[src/rtl/vu_pkg.sv]
// Shared definitions for the VU bar renderer: peak FSM states, RGB332 palette, bar geometry.
package vu_pkg;

    typedef enum logic {
        S_HOLD  = 1'b0,
        S_DECAY = 1'b1
    } peak_state_e;

    localparam int unsigned BarWidth = 512;

    // RGB332 packed as {r[2:0], g[2:0], b[1:0]}
    localparam logic [7:0] ColGreenLit  = 8'b000_111_00;
    localparam logic [7:0] ColYellowLit = 8'b111_111_00;
    localparam logic [7:0] ColRedLit    = 8'b111_000_00;
    localparam logic [7:0] ColGreenDim  = 8'b000_010_00;
    localparam logic [7:0] ColYellowDim = 8'b010_010_00;
    localparam logic [7:0] ColRedDim    = 8'b010_000_00;
    localparam logic [7:0] ColWhite     = 8'b111_111_11;
    localparam logic [7:0] ColBlack     = 8'b000_000_00;

endpackage

[src/rtl/vu_peak_hold.sv]
// Peak-hold tracker: holds the highest frame level for HoldFrames frames, then decays toward it.
module vu_peak_hold
    import vu_pkg::*;
#(
    parameter int unsigned HoldFrames = 30,
    parameter int unsigned Decay      = 2
) (
    input  logic       clk,
    input  logic       rst,
    input  logic       frame_start_i,
    input  logic [7:0] level_i,
    output logic [7:0] peak_o
);

    localparam int unsigned CntW = $clog2(HoldFrames + 1);

    peak_state_e     state_q;
    logic [7:0]      peak_q;
    logic [CntW-1:0] hold_cnt_q;

    logic [8:0] diff;
    logic [7:0] dec_sat;
    logic [7:0] dec_val;

    // Saturate at zero, then never drop below the current frame level.
    always_comb begin
        diff    = {1'b0, peak_q} - 9'(Decay);
        dec_sat = diff[8] ? 8'd0 : diff[7:0];
        dec_val = (dec_sat > level_i) ? dec_sat : level_i;
    end

    always_ff @(posedge clk or posedge rst) begin
        if (rst) begin
            state_q    <= S_HOLD;
            peak_q     <= 8'd0;
            hold_cnt_q <= '0;
        end else if (frame_start_i) begin
            if (level_i >= peak_q) begin
                peak_q     <= level_i;
                hold_cnt_q <= CntW'(HoldFrames);
                state_q    <= S_HOLD;
            end else begin
                unique case (state_q)
                    S_HOLD: begin
                        if (hold_cnt_q != '0) hold_cnt_q <= hold_cnt_q - 1'b1;
                        else                  state_q    <= S_DECAY;
                    end
                    S_DECAY: peak_q <= dec_val;
                    default: state_q <= S_HOLD;
                endcase
            end
        end
    end

    assign peak_o = peak_q;

endmodule

[src/rtl/vu_bar_renderer.sv]
// Horizontal VU bar pixel stage with registered RGB332 output and frame-synchronous level update.
// Optional peak-hold marker is built only when VU_PEAK_HOLD_EN is defined.
module vu_bar_renderer
    import vu_pkg::*;
#(
    parameter int unsigned BarX0      = 64,
    parameter int unsigned BarY0      = 208,
    parameter int unsigned BarH       = 64,
    parameter int unsigned YelTh      = 160,
    parameter int unsigned RedTh      = 220,
    parameter int unsigned HoldFrames = 30,
    parameter int unsigned Decay      = 2
) (
    input  logic       clk,
    input  logic       rst,
    input  logic [9:0] pix_x_i,
    input  logic [9:0] pix_y_i,
    input  logic       de_i,
    input  logic       frame_start_i,
    input  logic [7:0] level_i,
    input  logic       level_valid_i,
    output logic [2:0] red_o,
    output logic [2:0] green_o,
    output logic [1:0] blue_o,
    output logic       de_out_o
);

    logic [7:0] pending_q, pending_d;
    logic [7:0] disp_q, disp_d;
    logic [7:0] frame_level;
    logic [7:0] rgb_q, rgb_d;
    logic       de_q;

    logic       in_bar;
    logic [9:0] dx;
    logic [7:0] idx;
    logic       marker;

    // A level arriving with frame_start bypasses pending so it shows this frame.
    always_comb begin
        frame_level = level_valid_i ? level_i : pending_q;
        pending_d   = level_valid_i ? level_i : pending_q;
        disp_d      = frame_start_i ? frame_level : disp_q;
    end

`ifdef VU_PEAK_HOLD_EN
    logic [7:0] peak;

    vu_peak_hold #(
        .HoldFrames (HoldFrames),
        .Decay      (Decay)
    ) u_peak_hold (
        .clk           (clk),
        .rst           (rst),
        .frame_start_i (frame_start_i),
        .level_i       (frame_level),
        .peak_o        (peak)
    );

    assign marker = (idx == peak) && (peak != 8'd0);
`else
    assign marker = 1'b0;
`endif

    always_comb begin
        dx     = pix_x_i - 10'(BarX0);
        idx    = 8'(dx >> 1);
        in_bar = de_i
              && (pix_y_i >= 10'(BarY0)) && (pix_y_i < 10'(BarY0 + BarH))
              && (pix_x_i >= 10'(BarX0)) && (pix_x_i < 10'(BarX0 + BarWidth));
        rgb_d  = ColBlack;
        if (in_bar) begin
            if (marker) begin
                rgb_d = ColWhite;
            end else if (idx < disp_q) begin
                if (idx < 8'(YelTh))      rgb_d = ColGreenLit;
                else if (idx < 8'(RedTh)) rgb_d = ColYellowLit;
                else                      rgb_d = ColRedLit;
            end else begin
                if (idx < 8'(YelTh))      rgb_d = ColGreenDim;
                else if (idx < 8'(RedTh)) rgb_d = ColYellowDim;
                else                      rgb_d = ColRedDim;
            end
        end
    end

    always_ff @(posedge clk or posedge rst) begin
        if (rst) begin
            pending_q <= 8'd0;
            disp_q    <= 8'd0;
            rgb_q     <= ColBlack;
            de_q      <= 1'b0;
        end else begin
            pending_q <= pending_d;
            disp_q    <= disp_d;
            rgb_q     <= rgb_d;
            de_q      <= de_i;
        end
    end

    assign red_o    = rgb_q[7:5];
    assign green_o  = rgb_q[4:2];
    assign blue_o   = rgb_q[1:0];
    assign de_out_o = de_q;

endmodule

[config.mk]
export PLATFORM = sky130hd
export DESIGN_NAME = vu_bar_renderer
export DESIGN_NICKNAME = d
export VERILOG_FILES = /design/src/rtl/vu_pkg.sv /design/src/rtl/vu_peak_hold.sv /design/src/rtl/vu_bar_renderer.sv
export SDC_FILE = /design/constraint.sdc
export NUM_CORES = 1
export LEC_CHECK = 0
export CORE_ASPECT_RATIO = 1.4
export CORE_MARGIN = 5
export CORE_UTILIZATION = 35
export DETAILED_ROUTE_END_ITERATION = 8
export GPL_ROUTABILITY_DRIVEN = 0
export PLACE_DENSITY = 0.66
export REMOVE_ABC_BUFFERS = 1
export SYNTH_ARGS = -nofsm -noshare
export SYNTH_HDL_FRONTEND = slang
export SYNTH_SLANG_ARGS = --single-unit
[constraint.sdc]
create_clock -name clk -period 2.95 [get_ports clk]
set_input_delay 0.885 -clock clk [delete_from_list [all_inputs] [get_ports clk]]
set_output_delay 0.885 -clock clk [all_outputs]
set_load 0.005 [all_outputs]
After elaboration in Yosys (flattened, before gate mapping). Cells that the tools add are included.

Bitwise operators: 0. Order comparisons: 7. Multiplexer cells: 7. Div/mod/pow operators: 0. Reductions and logical operators: 4. $add $sub $neg: 1. $mul: 0. Shift operators: 0. Equality and inequality tests: 0.

Operators with widths (count): $mux 8 (4); $lt 8x8->1 const B (2); $ge 10x7->1 const B (1); $ge 10x8->1 const B (1); $lt 10x10->1 const B (1); $lt 10x9->1 const B (1); $sub 9x7->9 const B (1); $lt 8x8->1 (1); $mux 7 (1); $mux 5 (1); $logic_and 1x1->1 (4); $mux 4 (1).

Memories kept: 0. Output and inout port bits: 9. Input bits: 33. Bits in read-only memories: 0. Memory bits (writable): 0. Logic and storage cells: 23. Latch bits: 0. Register bits after elaboration: 25.

Longest topological paths before layout. Gate-level depths: netlist of the first run.

Word-level depth: 6. Mapped depth: 9. Gate-level depth less buffers: 9.

Worst setup path before layout of the first run. No wires, ideal clock.

Path type: input to register. Start: in pix_x_i[6]. End: reg rgb_q[4]. Cell stages on the path: 8. Library setup time: 118 ps. Arrival time: 2218 ps. Path slack: 614 ps. Buffers on the path: 0. Required time: 2832 ps. Cells stage by stage: inv_1 ha_1 xnor2_1 inv_1 ha_1 nand4_1 o31ai_1 and2b_1.

Cells in the longest elaborated chain, start to end: 6. Elaborated cells between the ends (all ways): 12.

RTL lines: from (decl) (RTL line vu_bar_renderer.sv:16) `input logic [9:0] pix_x_i,`; $sub 9x7->9 (RTL line vu_bar_renderer.sv:66) `dx = pix_x_i - 10'(BarX0);`; $lt 8x8->1 (RTL line vu_bar_renderer.sv:77) `else if (idx < 8'(RedTh)) rgb_d = ColYellowLit;`; $mux 5 (RTL line vu_bar_renderer.sv:77); $mux 8 (RTL line vu_bar_renderer.sv:76) `if (idx < 8'(YelTh)) rgb_d = ColGreenLit;`; $mux 8 (RTL line vu_bar_renderer.sv:75) `end else if (idx < disp_q) begin`; $mux 8 (*) (RTL line vu_bar_renderer.sv:72) `if (in_bar) begin`; to (signal assigned) (RTL line vu_bar_renderer.sv:91) `rgb_q <= ColBlack;`; to (signal assigned) (RTL line vu_bar_renderer.sv:96) `rgb_q <= rgb_d;`; to (decl) (RTL line vu_bar_renderer.sv:31) `logic [7:0] rgb_q, rgb_d;`.

Mark *: on every way between the ends. The rest lies on a longest branch, timed or not. A chain may end at the register's enable or synchronous reset.

Worst setup path after layout of the first run. Ends and elaborated chain as after synthesis.

==> summary.md, run 1 <==
| Metric | Value |
|---|---|
| FILL cells | `301` |
| CTS Buf Count | `3` |
| Cell row count | `24` |
| DP HPWL | `1.89 mm` |
| CP Capture Point | `rgb_q[4]$_DFF_PP0_` |
| Top FF cell, synth | `dfrtp_1` |
| CTS tree | `done` |
| Leakage power | `0.690 nW` |
| Internal power | `0.490 mW` |
| CP Max Fanout | `3` |
| Cell count after synthesis | `100` |
| Largest net degree at the start of global routing | `22` |
| DR vias | `848` |
| Largest stage delay on the critical path | `0.47 ns` |
| Data arrival, critical path | `2.85 ns` |
| I/O pin count | `42` |
| DRT iter0 DRCs | `14` |
| Max Buffers Root-to-Sink | `2` |
| Crit path cell chain | `clkdlybuf4s50_1 > inv_1 > ha_1 > xnor2_1 > inv_1 > ha_1 > nand4_1 > o31ai_1 > and2b_1` |
| Worst slew pin tran | `0.761 ns` |
| Hold_buf cts | `0` |
| Die area | `0.00433 mm²` |
| Fin Clk Skew | `0.000712 ns` |
| Top Metal Used | `met4` |
| Final setup fails | `0` |
| Netlist Area Pre-Place | `0.00109 mm²` |
| Drt wl/cell | `12.2 µm` |
| Drc violations | `0` |
| Overall Power | `0.648 mW` |
| Vias in the first global route | `912` |
| Sw frac | `0.245` |
| Tcrit/Tclk final | `0.914` |
| Slowest stage cell, crit path | `clkdlybuf4s50_1` |
| Layout net count | `181` |
| DP Worst Slack | `-0.0367 ns` |
| Clock transition at path regs | `0.07 ns` |
| Grt total ovfl | `0` |
| CP Class | `input port to flip-flop` |
| Seq/Total Area, Yosys | `0.484` |
| Die span in y | `75.9 µm` |
| Total clock sinks | `21` |
| CP Capture Type | `flip-flop` |
| Via density | `4.79` |
| Post-synth ARST share | `1.00` |
| Antenna violations before repair | `0` |
| Pwr/cell area | `424 mW/mm²` |
| N_diodes | `0` |
| Share of cells above drive strength 1 | `0.130` |
| Max_cap viols | `0` |
| Clock latency on the worst-skew pair | `0.26 ns` |
| Met1 WL | `808 µm` |
| Status | `finished clean` |
| Final Worst Setup Slack | `0.253 ns` |
| Core Box Area | `0.00306 mm²` |
| RR Startpoint | `disp_q[1]$_DFFE_PP0P_` |
| Combinational Power Share | `0.225` |
| Synthesized flop and latch total | `21` |
| Number of slew-limit violations in the final report | `0` |
| ANT nets after route | `0` |
| Area Growth Syn to Fin | `40.7%` |
| Synth unique cells | `29` |
| Starting Density | `0.355` |
| Net switching power figure | `0.159 mW` |
| Met3 WL | `120 µm` |
| Total number of yosys warnings | `0` |
| CTS resizes | `0` |
| H-tree depth | `1` |
| CTS root buf | `clkbuf_8` |
| Number of cells on the worst reg-to-reg path | `5` |
| Fin crit period | `2.70 ns` |
| Tot GR Track Use | `0.111` |
| Maximum vdd drop | `0.225 mV` |
| Die Width | `57.1 µm` |
| I/O Buffers | `35` |
| Post-CTS Setup Inserts | `0` |
| Required @ worst endpoint | `3.10 ns` |
| Worst relative slew slack | `0.492` |
| RSZ-0062 raised after global routing | `false` |
| Fin. Hold Viols | `0` |
| Share of power burned in registers | `0.493` |
| Met2 Wirelength | `1.19 mm` |
| Worst Hold Class | `flip-flop to flip-flop` |
| DRT Wirelength | `2.17 mm` |
| First-pass GRT wire length | `3.85 mm` |
| Fmax | `371 MHz` |
| Post-synth EDFFs | `0` |
| Critical Path Source | `pix_x_i[6]` |
| Worst Setup Start Kind | `input port` |
| Final core utilization | `0.499` |
| Pre-antenna DRT Iters | `4` |
| Worst R2R Setup Slack | `1.50 ns` |
| Crit Reg-Reg Endpoint | `rgb_q[4]$_DFF_PP0_` |
| Clock power share | `0.282` |
| WHS | `0.498 ns` |
| Avg Cell Area, Syn | `10.9 µm²` |
## state kept, by name, summed over array words and instances (netlist names)
register / flops
pending_q: 8
disp_q: 8
rgb_q: 4
de_out_o: 1
## Yosys cell counts, drive strengths merged, types with 2 or more instances
master / instances / share of area
a21oi: 2 / 0.0092
and2b: 2 / 0.014
and4: 2 / 0.016
buf: 4 / 0.028
clkbuf: 2 / 0.0069
dfrtp: 21 / 0.48
ha: 9 / 0.10
inv: 12 / 0.041
mux2: 9 / 0.093
nand2: 8 / 0.028
nand2b: 2 / 0.012
nor2: 3 / 0.010
o21a: 2 / 0.014
o21ai: 7 / 0.032
## cells in the final DEF, fill, tap and decap left out, types with 2 or more instances in the layout
| master | netlist | final |
|---|---|---|
| and4_1 | 2 | 2 |
| and2b_1 | 2 | 2 |
| buf_4 | 4 | 4 |
| nand2b_1 | 2 | 2 |
| o21a_1 | 2 | 2 |
| clkdlybuf4s50_1 | 0 | 35 |
| dfrtp_1 | 21 | 21 |
| mux2_2 | 9 | 9 |
| nand2_1 | 8 | 8 |
| inv_1 | 12 | 12 |
| ha_1 | 9 | 9 |
| nor2_1 | 3 | 3 |
| o21ai_0 | 7 | 7 |
| clkbuf_8 | 0 | 3 |
| a21oi_1 | 2 | 2 |
| conb_1 | 1 | 2 |
## metal layers
layer | up-vias | GRT usage
met5 | - | 0
met4 | 0 | 0.0557
met3 | 4 | 0.0221
li1 | 412 | -
met1 | 400 | 0.111
met2 | 32 | 0.208
## power by group through the flow
stage	Clock (mW)	Combinational (mW)	Sequential [mW]
after floorplan	0	0.0765	0.324
after global placement	0	0.142	0.325
after detailed placement	0	0.148	0.326
after CTS	0.188	0.149	0.320
after global routing	0.197	0.165	0.322
final	0.182	0.146	0.320
## final cells by class
cell class	instances	area [µm²]	area share
Sequential cell	21	526	0.344
Timing Repair Buffer	39	380	0.249
Multi-Input combinational cell	62	482	0.315
Tap cell	39	48.8	0.0319
Inverter	12	45.0	0.0295
Clock inverter	1	5.00	0.00328
Clock buffer	3	41.3	0.0270
## metrics by stage
stage,TNS [ns],cells,cell area [µm²]
global placement,-0.0481,173,1480
CTS,0,177,1530
global route,0,177,1530
finish,0,177,1530
detailed placement,-0.0728,173,1480
floorplan,0,95,1050
## cell families after synthesis
group | after synthesis | synth area share
flip-flops | 21 | 0.484
AND/OR/NAND/NOR | 23 | 0.118
XOR/XNOR | 1 | 0.00807
AO/OA/AOI/OAI | 18 | 0.114
multiplexers | 9 | 0.0933
buffers and inverters | 18 | 0.0760
other | 1 | 0.00345
adder cells (fa/ha/maj) | 9 | 0.104
## worst min-delay path by stage
stage	slack, ns	to	cells after the start	from
after floorplan	0.47	pending_q[0]$_DFF_PP0_	1	pending_q[0]$_DFF_PP0_
after CTS	0.50	pending_q[7]$_DFF_PP0_	1	pending_q[7]$_DFF_PP0_
after detailed placement	0.49	pending_q[7]$_DFF_PP0_	1	pending_q[7]$_DFF_PP0_
after global placement	0.48	pending_q[5]$_DFF_PP0_	1	pending_q[5]$_DFF_PP0_
final	0.50	pending_q[7]$_DFF_PP0_	1	pending_q[7]$_DFF_PP0_
after global routing	0.51	pending_q[3]$_DFF_PP0_	1	pending_q[3]$_DFF_PP0_
## critical path: cells and delay by family
family / cells / cell delay (ns)
AO/OA/AOI/OAI: 1 / 0.31
XOR/XNOR: 1 / 0.21
adder cells (fa/ha/maj): 2 / 0.52
buffers and inverters: 3 / 0.61
AND/OR/NAND/NOR: 2 / 0.32
Power figures use the tool's default switching activity.
==> run 2: changes to the inputs <==
--- a/config.mk
+++ b/config.mk
@@ -5,6 +5,7 @@
 export SDC_FILE = /design/constraint.sdc
 export NUM_CORES = 1
 export LEC_CHECK = 0
+export ABC_CLOCK_PERIOD_IN_PS = 2950
 export CORE_ASPECT_RATIO = 1.4
 export CORE_MARGIN = 5
 export CORE_UTILIZATION = 35
==> results of run 2 <==
No change in the layout: final DEF, timing and power equal those of run 1.
==> run 3: changes to the inputs <==
--- a/config.mk
+++ b/config.mk
@@ -13,6 +13,7 @@
 export GPL_ROUTABILITY_DRIVEN = 0
 export PLACE_DENSITY = 0.66
 export REMOVE_ABC_BUFFERS = 1
+export SLEW_MARGIN = 10
 export SYNTH_ARGS = -nofsm -noshare
 export SYNTH_HDL_FRONTEND = slang
 export SYNTH_SLANG_ARGS = --single-unit
==> results of run 3 <==
No change in the layout: final DEF, timing and power equal those of run 1.
